File: src/rtl/l2_flush_seq_pkg.sv
// Shared definitions for the L2 flush sequencer: coherence line-state
// encodings as returned by the tag/state array, and the sequencer FSM states.
package l2_flush_seq_pkg;

    localparam logic [1:0] LS_INVALID   = 2'd0;
    localparam logic [1:0] LS_SHARED    = 2'd1;
    localparam logic [1:0] LS_EXCLUSIVE = 2'd2;
    localparam logic [1:0] LS_MODIFIED  = 2'd3;

    typedef enum logic [2:0] {
        ST_IDLE,
        ST_READ,
        ST_CHECK,
        ST_EVICT,
        ST_INVAL,
        ST_NEXT,
        ST_DONE
    } flush_state_e;

    // True when the line holds data that is newer than memory.
    function automatic logic is_dirty(input logic [1:0] st);
        return st == LS_MODIFIED;
    endfunction

endpackage

File: src/rtl/l2_flush_ptr.sv
// Set/way walk pointers for the L2 flush sequencer. Way is the minor index,
// set the major one. End-of-walk is flagged by comparing against the last
// index rather than relying on counter carry-out.
module l2_flush_ptr
    import l2_flush_seq_pkg::*;
#(
    parameter int L2_SETS = 256,
    parameter int L2_WAYS = 8
) (
    input  logic                       clk,
    input  logic                       rst,
    input  logic                       clear,
    input  logic                       incr,
    output logic [$clog2(L2_SETS)-1:0] set_idx,
    output logic [$clog2(L2_WAYS)-1:0] way_idx,
    output logic                       last_set,
    output logic                       last_way
);

    localparam int SET_W = $clog2(L2_SETS);
    localparam int WAY_W = $clog2(L2_WAYS);
    localparam logic [SET_W-1:0] SET_MAX = SET_W'(L2_SETS - 1);
    localparam logic [WAY_W-1:0] WAY_MAX = WAY_W'(L2_WAYS - 1);

    assign last_set = (set_idx == SET_MAX);
    assign last_way = (way_idx == WAY_MAX);

    // Advance way first; roll into the next set only after the last way.
    always_ff @(posedge clk or posedge rst) begin
        if (rst) begin
            set_idx <= '0;
            way_idx <= '0;
        end else if (clear) begin
            set_idx <= '0;
            way_idx <= '0;
        end else if (incr) begin
            if (last_way) begin
                way_idx <= '0;
                if (!last_set) begin
                    set_idx <= set_idx + SET_W'(1);
                end
            end else begin
                way_idx <= way_idx + WAY_W'(1);
            end
        end
    end

endmodule

File: src/rtl/l2_flush_seq.sv
// L2 flush sequencer: on a flush request, walks every set/way, reads the
// coherence state, pushes valid lines through the eviction path and then
// invalidates them. Throttles eviction issue against the request-slot pool.
// Build option: define L2_FLUSH_SKIP_CLEAN_EN to invalidate clean lines
// directly and only send MODIFIED lines through eviction.
module l2_flush_seq
    import l2_flush_seq_pkg::*;
#(
    parameter int L2_SETS = 256,
    parameter int L2_WAYS = 8
) (
    input  logic                       clk,
    input  logic                       rst,
    input  logic                       flush_valid,
    output logic                       flush_ready,
    output logic                       ongoing_flush,
    output logic                       flush_done,
    output logic                       rd_en,
    output logic [$clog2(L2_SETS)-1:0] rd_set,
    output logic [$clog2(L2_WAYS)-1:0] rd_way,
    input  logic [1:0]                 line_state,
    input  logic                       reqs_full,
    output logic                       evict_valid,
    input  logic                       evict_ready,
    output logic [$clog2(L2_SETS)-1:0] evict_set,
    output logic [$clog2(L2_WAYS)-1:0] evict_way,
    output logic                       evict_dirty,
    output logic                       wr_en
);

    localparam int SET_W = $clog2(L2_SETS);
    localparam int WAY_W = $clog2(L2_WAYS);

    flush_state_e     state;
    logic             first_check;
    logic [1:0]       state_q;
    logic [1:0]       cur_state;
    logic             evict_needed;
    logic             ptr_clear;
    logic             ptr_incr;
    logic             last_set;
    logic             last_way;
    logic [SET_W-1:0] set_idx;
    logic [WAY_W-1:0] way_idx;

    // line_state is only valid in the first CHECK cycle; stalled CHECK
    // cycles fall back to the latched copy.
    assign cur_state = first_check ? line_state : state_q;

`ifdef L2_FLUSH_SKIP_CLEAN_EN
    assign evict_needed = is_dirty(cur_state);
`else
    assign evict_needed = 1'b1;
`endif

    assign ptr_clear = (state == ST_IDLE) && flush_valid;
    assign ptr_incr  = (state == ST_NEXT);

    assign rd_set    = set_idx;
    assign rd_way    = way_idx;
    assign evict_set = set_idx;
    assign evict_way = way_idx;

    l2_flush_ptr #(
        .L2_SETS (L2_SETS),
        .L2_WAYS (L2_WAYS)
    ) u_ptr (
        .clk      (clk),
        .rst      (rst),
        .clear    (ptr_clear),
        .incr     (ptr_incr),
        .set_idx  (set_idx),
        .way_idx  (way_idx),
        .last_set (last_set),
        .last_way (last_way)
    );

    // Capture the returned line state on the first CHECK cycle only.
    always_ff @(posedge clk) begin
        if (state == ST_CHECK && first_check) begin
            state_q <= line_state;
        end
    end

    // Flush walk FSM; every output is registered on entry to its state.
    always_ff @(posedge clk or posedge rst) begin
        if (rst) begin
            state         <= ST_IDLE;
            first_check   <= 1'b0;
            flush_ready   <= 1'b1;
            ongoing_flush <= 1'b0;
            flush_done    <= 1'b0;
            rd_en         <= 1'b0;
            evict_valid   <= 1'b0;
            evict_dirty   <= 1'b0;
            wr_en         <= 1'b0;
        end else begin
            case (state)
                ST_IDLE: begin
                    if (flush_valid) begin
                        state         <= ST_READ;
                        flush_ready   <= 1'b0;
                        ongoing_flush <= 1'b1;
                        rd_en         <= 1'b1;
                    end
                end
                ST_READ: begin
                    state       <= ST_CHECK;
                    rd_en       <= 1'b0;
                    first_check <= 1'b1;
                end
                ST_CHECK: begin
                    first_check <= 1'b0;
                    if (cur_state == LS_INVALID) begin
                        state <= ST_NEXT;
                    end else if (!evict_needed) begin
                        state <= ST_INVAL;
                        wr_en <= 1'b1;
                    end else if (!reqs_full) begin
                        state       <= ST_EVICT;
                        evict_valid <= 1'b1;
                        evict_dirty <= is_dirty(cur_state);
                    end
                end
                ST_EVICT: begin
                    if (evict_ready) begin
                        state       <= ST_INVAL;
                        evict_valid <= 1'b0;
                        evict_dirty <= 1'b0;
                        wr_en       <= 1'b1;
                    end
                end
                ST_INVAL: begin
                    state <= ST_NEXT;
                    wr_en <= 1'b0;
                end
                ST_NEXT: begin
                    if (last_way && last_set) begin
                        state      <= ST_DONE;
                        flush_done <= 1'b1;
                    end else begin
                        state <= ST_READ;
                        rd_en <= 1'b1;
                    end
                end
                ST_DONE: begin
                    state         <= ST_IDLE;
                    flush_done    <= 1'b0;
                    ongoing_flush <= 1'b0;
                    flush_ready   <= 1'b1;
                end
                default: begin
                    state <= ST_IDLE;
                end
            endcase
        end
    end

endmodule

File: config.mk
export PLATFORM = sky130hd
export DESIGN_NAME = l2_flush_seq
export DESIGN_NICKNAME = d
export VERILOG_FILES = /design/src/rtl/l2_flush_seq_pkg.sv /design/src/rtl/l2_flush_ptr.sv /design/src/rtl/l2_flush_seq.sv
export SDC_FILE = /design/constraint.sdc
export NUM_CORES = 1
export LEC_CHECK = 0
export ABC_CLOCK_PERIOD_IN_PS = 2400
export CAP_MARGIN = 20
export CORE_MARGIN = 4
export CORE_UTILIZATION = 25
export CTS_CLUSTER_DIAMETER = 50
export DETAILED_ROUTE_END_ITERATION = 16
export PLACE_DENSITY_LB_ADDON = 0.15
export SLEW_MARGIN = 10
export SYNTH_ARGS = -nofsm -noshare
export SYNTH_HDL_FRONTEND = slang
export SYNTH_HIERARCHICAL = 1
export SYNTH_SLANG_ARGS = --single-unit
export TNS_END_PERCENT = 10
File: constraint.sdc
create_clock -name clk -period 2.4 [get_ports clk]
set_input_delay 0.36 -clock clk [delete_from_list [all_inputs] [get_ports clk]]
set_output_delay 0.36 -clock clk [all_outputs]
set_load 0.02 [all_outputs]
==> flow_metrics.py, run 1 <==
metrics = {
    "cts": {
        "cts_made_buffers": 3,
        "worstSkewPairLatency_ps": 270,
        "cts_root_buffer": "clkbuf_8",
        "cts_buffer_depth": 2,
        "cts_sinks": 24,
        "cts_tree": "yes",
        "holdBufCountCts": 0,
        "htree_num_levels": 1,
        "ctsResizeCount": 0,
        "clk_pin_slew_worst_paths_ps": 90,
        "post_cts_buffers": 0,
    },
    "yosys": {
        "syn_nets": 154,
        "synthesis.area_sq_um": 1360,
        "async_reset_ff_share_pct": 91.7,
        "syn_inst": 144,
        "synth_cell_types": 44,
        "yosysTopAreaCellShare_pct": 38.7,
        "ys_ff_latch": 24,
        "yosys_warnings": 6,
        "avgSynthCellArea_sq_um": 9.43,
        "synth.largest_area_cell": "dfrtp_1",
        "synth_edf_count": 2,
        "synth_ff_type": "dfrtp_1",
        "ys_seq_area_share_pct": 45.1,
        "synthTopCellsByArea": "dfrtp_1, buf_4, nor2_1",
    },
    "global_route": {
        "grtUsageMet1_pct": 12.3,
        "gr-usage-met3_pct": 2.63,
        "antenna_found_initial": 0,
        "grtUsageTotal_pct": 10.1,
        "grt_pass1_wl_mm": 5.26,
        "gr-total-overflow": 0,
        "grt_max_degree": 15,
        "gr-usage-met2_pct": 17.5,
        "grt.busiest_layer": "met2",
        "grt_pass1_vias": 1146,
    },
    "cells_and_area": {
        "finalNetCount": 180,
        "synthToLayoutAreaGrowth_pct": 28.6,
        "finalNonFillerCells": 239,
        "fin_area_sq_um": 1750,
        "drive_above_1_share_pct": 6.51,
        "n_antenna_cell": 0,
        "fillCellCount": 527,
    },
    "sta": {
        "final.min_clock_period_ps": 2010,
        "setup_viol": 0,
        "final.setup.tns_ps": 0,
        "fin_crit_sh_pct": 83.9,
        "rsz0062_at_grt": "no",
        "finalHoldViolCount": 0,
        "skew_ps": 5.89,
        "fmax_ghz": 0.497,
        "whs_ps": 407,
        "max_slew_margin_pct": 68.3,
        "worst_slack_ps": 386,
        "worst_pin_slew_ps": 475,
        "final-max-slew-violation-count": 0,
    },
    "min_path": {
        "min_path_type": "in -> async",
    },
    "placement": {
        "dp_cells": 235,
        "dp_slack_ps": 449,
        "port_buffers": 35,
        "globalplace.congestion": 0.852,
        "place_area_sq_um": 1700,
        "dp_hpwl_mm": 2.46,
    },
    "critical_path": {
        "ff2ff_path_depth": 7,
        "reg2reg_from": "state[2]",
        "start_kind": "register",
        "crit_required_ps": 2590,
        "r2r_end": "u_ptr/set_idx[6]",
        "crit_arrival_ps": 2200,
        "cp-end-kind": "register",
        "startpoint": "state[2]",
        "crit_path_max_fanout": 11,
        "worstSetupPathType": "reg -> reg",
        "rrSetupSlack_ps": 390,
        "crit_path_end": "u_ptr/set_idx[6]",
    },
    "floorplanning": {
        "pin_count": 36,
        "die_area_sq_um": 6670,
        "die_y_um": 81.7,
        "core_area_sq_um": 5170,
        "die_w_um": 81.7,
        "start_util_pct": 26.2,
        "rows": 26,
    },
    "pwr": {
        "power.density_nw_per_um2": 987,
        "p_leak_nw": 0.718,
        "ir_worst_vdd_mv": 0.406,
    },
    "routing": {
        "drc": 0,
        "num_vias": 1160,
        "routed_via_density": 4.85,
        "detail_route.wirelength_mm": 3.23,
        "drt.antenna.violating_nets": 0,
        "drt_iter0_drc": 54,
        "drt-pass1-iter-count": 4,
        "wl_per_cell_um": 13.5,
    },
    "run": {
        "maxCapViolations": 0,
    },
    "run_status": {
        "status": "completed",
    },
}
## cell usage in the layout (no fill, tap or decap), types with 3 or more instances in the layout
| cell | count |
|---|---|
| nand3_1 | 4 |
| clkbuf_8 | 3 |
| dfrtp_1 | 21 |
| inv_1 | 7 |
| mux2i_1 | 4 |
| clkdlybuf4s50_1 | 35 |
| a21oi_1 | 7 |
| a31oi_1 | 4 |
| nand2_1 | 5 |
| o21ai_0 | 11 |
| nor3_1 | 5 |
| ha_1 | 3 |
| nand2b_1 | 3 |
| nor2_1 | 18 |
## where the power goes
part | total [W] | leakage, nW | internal, W | switching, W
clock network | 0.000251 | 0.0228 | 0.000119 | 0.000132
logic | 0.000810 | 0.401 | 0.000376 | 0.000434
registers | 0.000663 | 0.294 | 0.000532 | 0.000131
total | 0.00172 | 0.718 | 0.00103 | 0.000697
## cell families after synthesis
group,count (synthesis),share of synthesized area [%]
buf+inv,23,10.0
fa+ha+maj,3,2.77
xor+xnor,2,1.29
mux,4,2.95
compound gates,36,17.1
flops,24,45.1
simple gates,52,20.8
## through the flow
| stage | total power (W) | util (%) |
|---|---|---|
| floorplan | 0.00119 | - |
| global placement | 0.00148 | 32.9 |
| detailed placement | 0.00148 | 32.9 |
| CTS | 0.00175 | 33.7 |
| global route | 0.00185 | 33.7 |
| finish | 0.00172 | 33.7 |
## worst max-delay path, stage by stage, from the launching register on
cell	delay [ps]
dfrtp_1	520
inv_1	130
nor3_1	200
buf_4	190
and3_1	210
o2111ai_1	180
or3_1	350
a21oi_1	160
## registers in the layout, summed over array words and instances (netlist names)
| signal | count |
|---|---|
| rd_en | 1 |
| u_ptr/way_idx | 3 |
| ongoing_flush | 1 |
| flush_ready | 1 |
| state_q | 2 |
| evict_valid | 1 |
| evict_dirty | 1 |
| u_ptr/set_idx | 8 |
| wr_en | 1 |
| flush_done | 1 |
| first_check | 1 |
| state | 3 |
## cell type report
cell class	instances	area (sq um)	area share, %
Sequential cell	24	612	35.1
Timing Repair Buffer	37	365	20.9
Clock buffer	4	45.0	2.58
Tap cell	70	87.6	5.02
Multi-Input combinational cell	97	609	34.9
Inverter	7	26.3	1.51
## cells in the mapped netlist, types with 2 or more instances
| master | n |
|---|---|
| inv_1 | 7 |
| a211oi_1 | 2 |
| nor3b_1 | 2 |
| nor2_1 | 18 |
| clkbuf_1 | 3 |
| o21ai_0 | 11 |
| a21oi_1 | 7 |
| nor2b_1 | 2 |
| ha_1 | 3 |
| edfxtp_1 | 2 |
| and3_1 | 2 |
| nand3_1 | 4 |
| xor2_1 | 2 |
| buf_4 | 11 |
| nor3_1 | 5 |
| o21bai_1 | 2 |
| or3_1 | 2 |
| mux2i_1 | 4 |
| nand2_1 | 5 |
| nand2b_1 | 3 |
| a31oi_1 | 4 |
| dfrtp_1 | 21 |
## worst min path at each step
stage	start	endpoint	slack [ps]
floorplan	rst	evict_dirty	210
global placement	evict_valid	evict_valid	510
detailed placement	evict_valid	evict_valid	500
CTS	rst	u_ptr/set_idx[3]	430
global route	rst	u_ptr/set_idx[3]	460
finish	rst	u_ptr/set_idx[3]	410
## metal layers
metal	up-vias	share of wire [%]
met3	2	5.8
met1	562	44
met4	0	0.65
met2	38	49
met5	-	0
li1	558	-
Note: power is estimated with default switching activity, not from simulation.
==> run 2: changes to the inputs <==
--- a/config.mk
+++ b/config.mk
@@ -5,7 +5,7 @@
 export SDC_FILE = /design/constraint.sdc
 export NUM_CORES = 1
 export LEC_CHECK = 0
-export ABC_CLOCK_PERIOD_IN_PS = 2400
+export ABC_CLOCK_PERIOD_IN_PS = 1600
 export CAP_MARGIN = 20
 export CORE_MARGIN = 4
 export CORE_UTILIZATION = 25
==> constraint.sdc (replaced) <==
create_clock -name clk -period 1.6 [get_ports clk]
set_input_delay 0.24 -clock clk [delete_from_list [all_inputs] [get_ports clk]]
set_output_delay 0.24 -clock clk [all_outputs]
set_load 0.02 [all_outputs]
==> run 2 against run 1 <==
  * The run now ends with negative setup slack left
  * Sequential power is 39% higher
  * Sequential share of layout area is 5.2 points lower
  * First-iteration DRC count is 33% lower
  * Combinational power is 91% higher
  * Critical path depth is 1 lower
  * Cell count is 12% higher
==> flow_metrics.py, run 2 (synthesis gave the netlist of run 1 again) <==
metrics = {
    "run_status": {
        "status": "finished, violations left",
        "failed_checks": "negative setup slack",
    },
    "pwr": {
        "finalPower_w": 0.00285,
        "power_frac_comb_pct": 54.4,
        "power.internal_w": 0.00171,
        "ir_worst_vdd_mv": 0.711,
        "power.density_nw_per_um2": 1390,
        "p_seq_share_pct": 32.4,
        "p_clk_share_pct": 13.2,
        "p_leak_nw": 1.05,
        "p_switching_w": 0.00113,
        "switching_share_pct": 39.8,
    },
    "sta": {
        "fmax_ghz": 0.621,
        "worst_slack_ps": -9.78,
        "skew_ps": 2.66,
        "fin_crit_sh_pct": 101,
        "rsz0062_at_grt": "yes",
        "final-max-slew-violation-count": 0,
        "worst_pin_slew_ps": 475,
        "finalHoldViolCount": 0,
        "setup_viol": 1,
        "final.min_clock_period_ps": 1610,
        "max_slew_margin_pct": 68.3,
    },
    "cells_and_area": {
        "multi_input_area_sq_um": 686,
        "top_register": "u_ptr/set_idx",
        "finalNetCount": 209,
        "final_common_cell": "buf_4",
        "largest_reg_flops": 8,
        "synthToLayoutAreaGrowth_pct": 51.1,
        "finalNonFillerCells": 268,
        "seqCellArea_sq_um": 613,
        "fillCellCount": 507,
        "drive_above_1_share_pct": 27.3,
        "top_regs": "u_ptr/set_idx: 8 flops, state: 3 flops, u_ptr/way_idx: 3 flops",
        "final_cell_mix": "buf_4, dfrtp_1, dlygate4sd2_1",
        "n_antenna_cell": 0,
    },
    "global_route": {
        "gr-usage-met3_pct": 1.97,
        "grt_pass1_vias": 1336,
        "grtUsageMet1_pct": 14.3,
        "grtUsageTotal_pct": 11.6,
        "antenna_found_initial": 0,
        "grt_max_degree": 14,
        "gr-usage-met2_pct": 20.4,
        "gr-total-overflow": 0,
        "grt.busiest_layer": "met2",
        "grt_pass1_wl_mm": 6.11,
    },
    "floorplanning": {
        "core_area_sq_um": 5170,
        "die_w_um": 81.7,
        "pin_count": 36,
        "die_y_um": 81.7,
        "die_area_sq_um": 6670,
        "start_util_pct": 26.2,
        "rows": 26,
    },
    "placement": {
        "port_buffers": 35,
        "dp_slack_ps": -105,
        "dp_hpwl_mm": 2.76,
        "globalplace.congestion": 0.792,
        "dp_cells": 263,
    },
    "critical_path": {
        "worstSetupPathType": "reg -> reg",
        "crit_buf_inv": 0,
        "crit_required_ps": 1800,
        "path_cells": "ha_1 > ha_4 > nand2_4 > or2_4 > or4_4 > a21oi_2",
        "cp_slowest_cell": "or4_4",
        "cpLargestDelayFamily": "simple AND/OR/NAND/NOR gates",
        "slowest_delay_ps": 420,
        "start_kind": "register",
        "crit_arrival_ps": 1810,
        "crit_path_max_fanout": 4,
        "cp-end-kind": "register",
    },
    "routing": {
        "drt-pass1-iter-count": 4,
        "detail_route.wirelength_mm": 3.54,
        "routed_via_density": 4.70,
        "drt_iter0_drc": 36,
        "num_vias": 1259,
        "wl_per_cell_um": 13.2,
        "drt.antenna.violating_nets": 0,
        "drc": 0,
    },
    "cts": {
        "cts_buffer_depth": 2,
        "cts_made_buffers": 3,
        "cts_root_buffer": "clkbuf_8",
        "worstSkewPairLatency_ps": 260,
        "cts_tree": "yes",
        "cts_sinks": 24,
        "htree_num_levels": 1,
        "clk_pin_slew_worst_paths_ps": 90,
    },
    "min_path": {
        "min_path_type": "in -> async",
    },
    "run": {
        "maxCapViolations": 0,
    },
}
run 2: cell count changes in the layout (fill, tap and decap cells not counted), moves of 2 or more:
| cell | change |
|---|---|
| a21oi_1 | -2 |
| a21oi_2 | +2 |
| buf_4 | +27 |
| clkdlybuf4s50_1 | -23 |
| dlygate4sd2_1 | +17 |
| dlymetal6s2s_1 | +6 |
| inv_1 | -2 |
| inv_2 | +2 |
| nor2_1 | -2 |
| nor2_4 | +2 |
run 2: per-stage QoR:
| step | hold slack, ps | util, % | TNS (ps) | instance area [sq um] |
|---|---|---|---|---|
| after floorplan | 91.7 | - | -418 | 1390 |
| after global placement | 522 | 37.6 | -62.1 | 1940 |
| after detailed placement | 500 | 37.6 | -201 | 1940 |
| after CTS | 310 | 38.3 | -104 | 1980 |
| after global routing | 336 | 39.6 | -263 | 2050 |
| final | 292 | 39.6 | -9.78 | 2050 |
run 2: area by class of cell:
cell class | instances | share of cell area (%)
clock buffers | 4 | 2.20
inverters | 7 | 1.28
multi-input cells | 97 | 33.4
flip-flops and latches | 24 | 29.9
well taps | 70 | 4.27
repair buffers | 66 | 28.9
run 2: per-layer routing:
metal | wire length, um | up-vias | share of wire, %
li1 | - | 611 | -
met1 | 1550 | 613 | 44
met2 | 1820 | 31 | 51
met3 | 140 | 4 | 4.0
met4 | 38 | 0 | 1.1
met5 | 0 | - | 0
run 2: worst paths after layout:
path / slack [ps] / endpoint / depth (start not counted) / from
worst max-delay path: -10 / u_ptr/set_idx[5] / 6 / u_ptr/way_idx[0]
worst min-delay path: 290 / wr_en / 2 / rst
worst max register to register: -10 / u_ptr/set_idx[5] / 6 / u_ptr/way_idx[0]
worst min register to register: 540 / evict_valid / 2 / evict_valid
max in group asynchronous: 940 / u_ptr/way_idx[0] / 2 / rst
min in group clk: 540 / evict_valid / 2 / evict_valid
run 2: power by group through the flow:
stage	sequential, W	clock (W)	combinational, W
after global routing	0.000949	0.000424	0.00172
final	0.000924	0.000375	0.00155
after detailed placement	0.000932	0	0.00154
after CTS	0.000922	0.000396	0.00152
after floorplan	0.00107	0	0.000763
after global placement	0.000925	0	0.00153
run 2: repair_timing:
action | CTS | global route
setup endpoints to repair | 22 | 14
buffers inserted | 0 | 1
gates resized for setup | 20 | 16
pin swaps | 0 | 3
hold buffers | 0 | 0
endpoints found under the hold margin | 0 | 0
==> run 3: changes to the inputs <==
--- a/config.mk
+++ b/config.mk
@@ -5,7 +5,6 @@
 export SDC_FILE = /design/constraint.sdc
 export NUM_CORES = 1
 export LEC_CHECK = 0
-export ABC_CLOCK_PERIOD_IN_PS = 1600
 export CAP_MARGIN = 20
 export CORE_MARGIN = 4
 export CORE_UTILIZATION = 25
==> results of run 3 <==
Same layout as run 2: the final DEF is identical, and so are final timing and power.
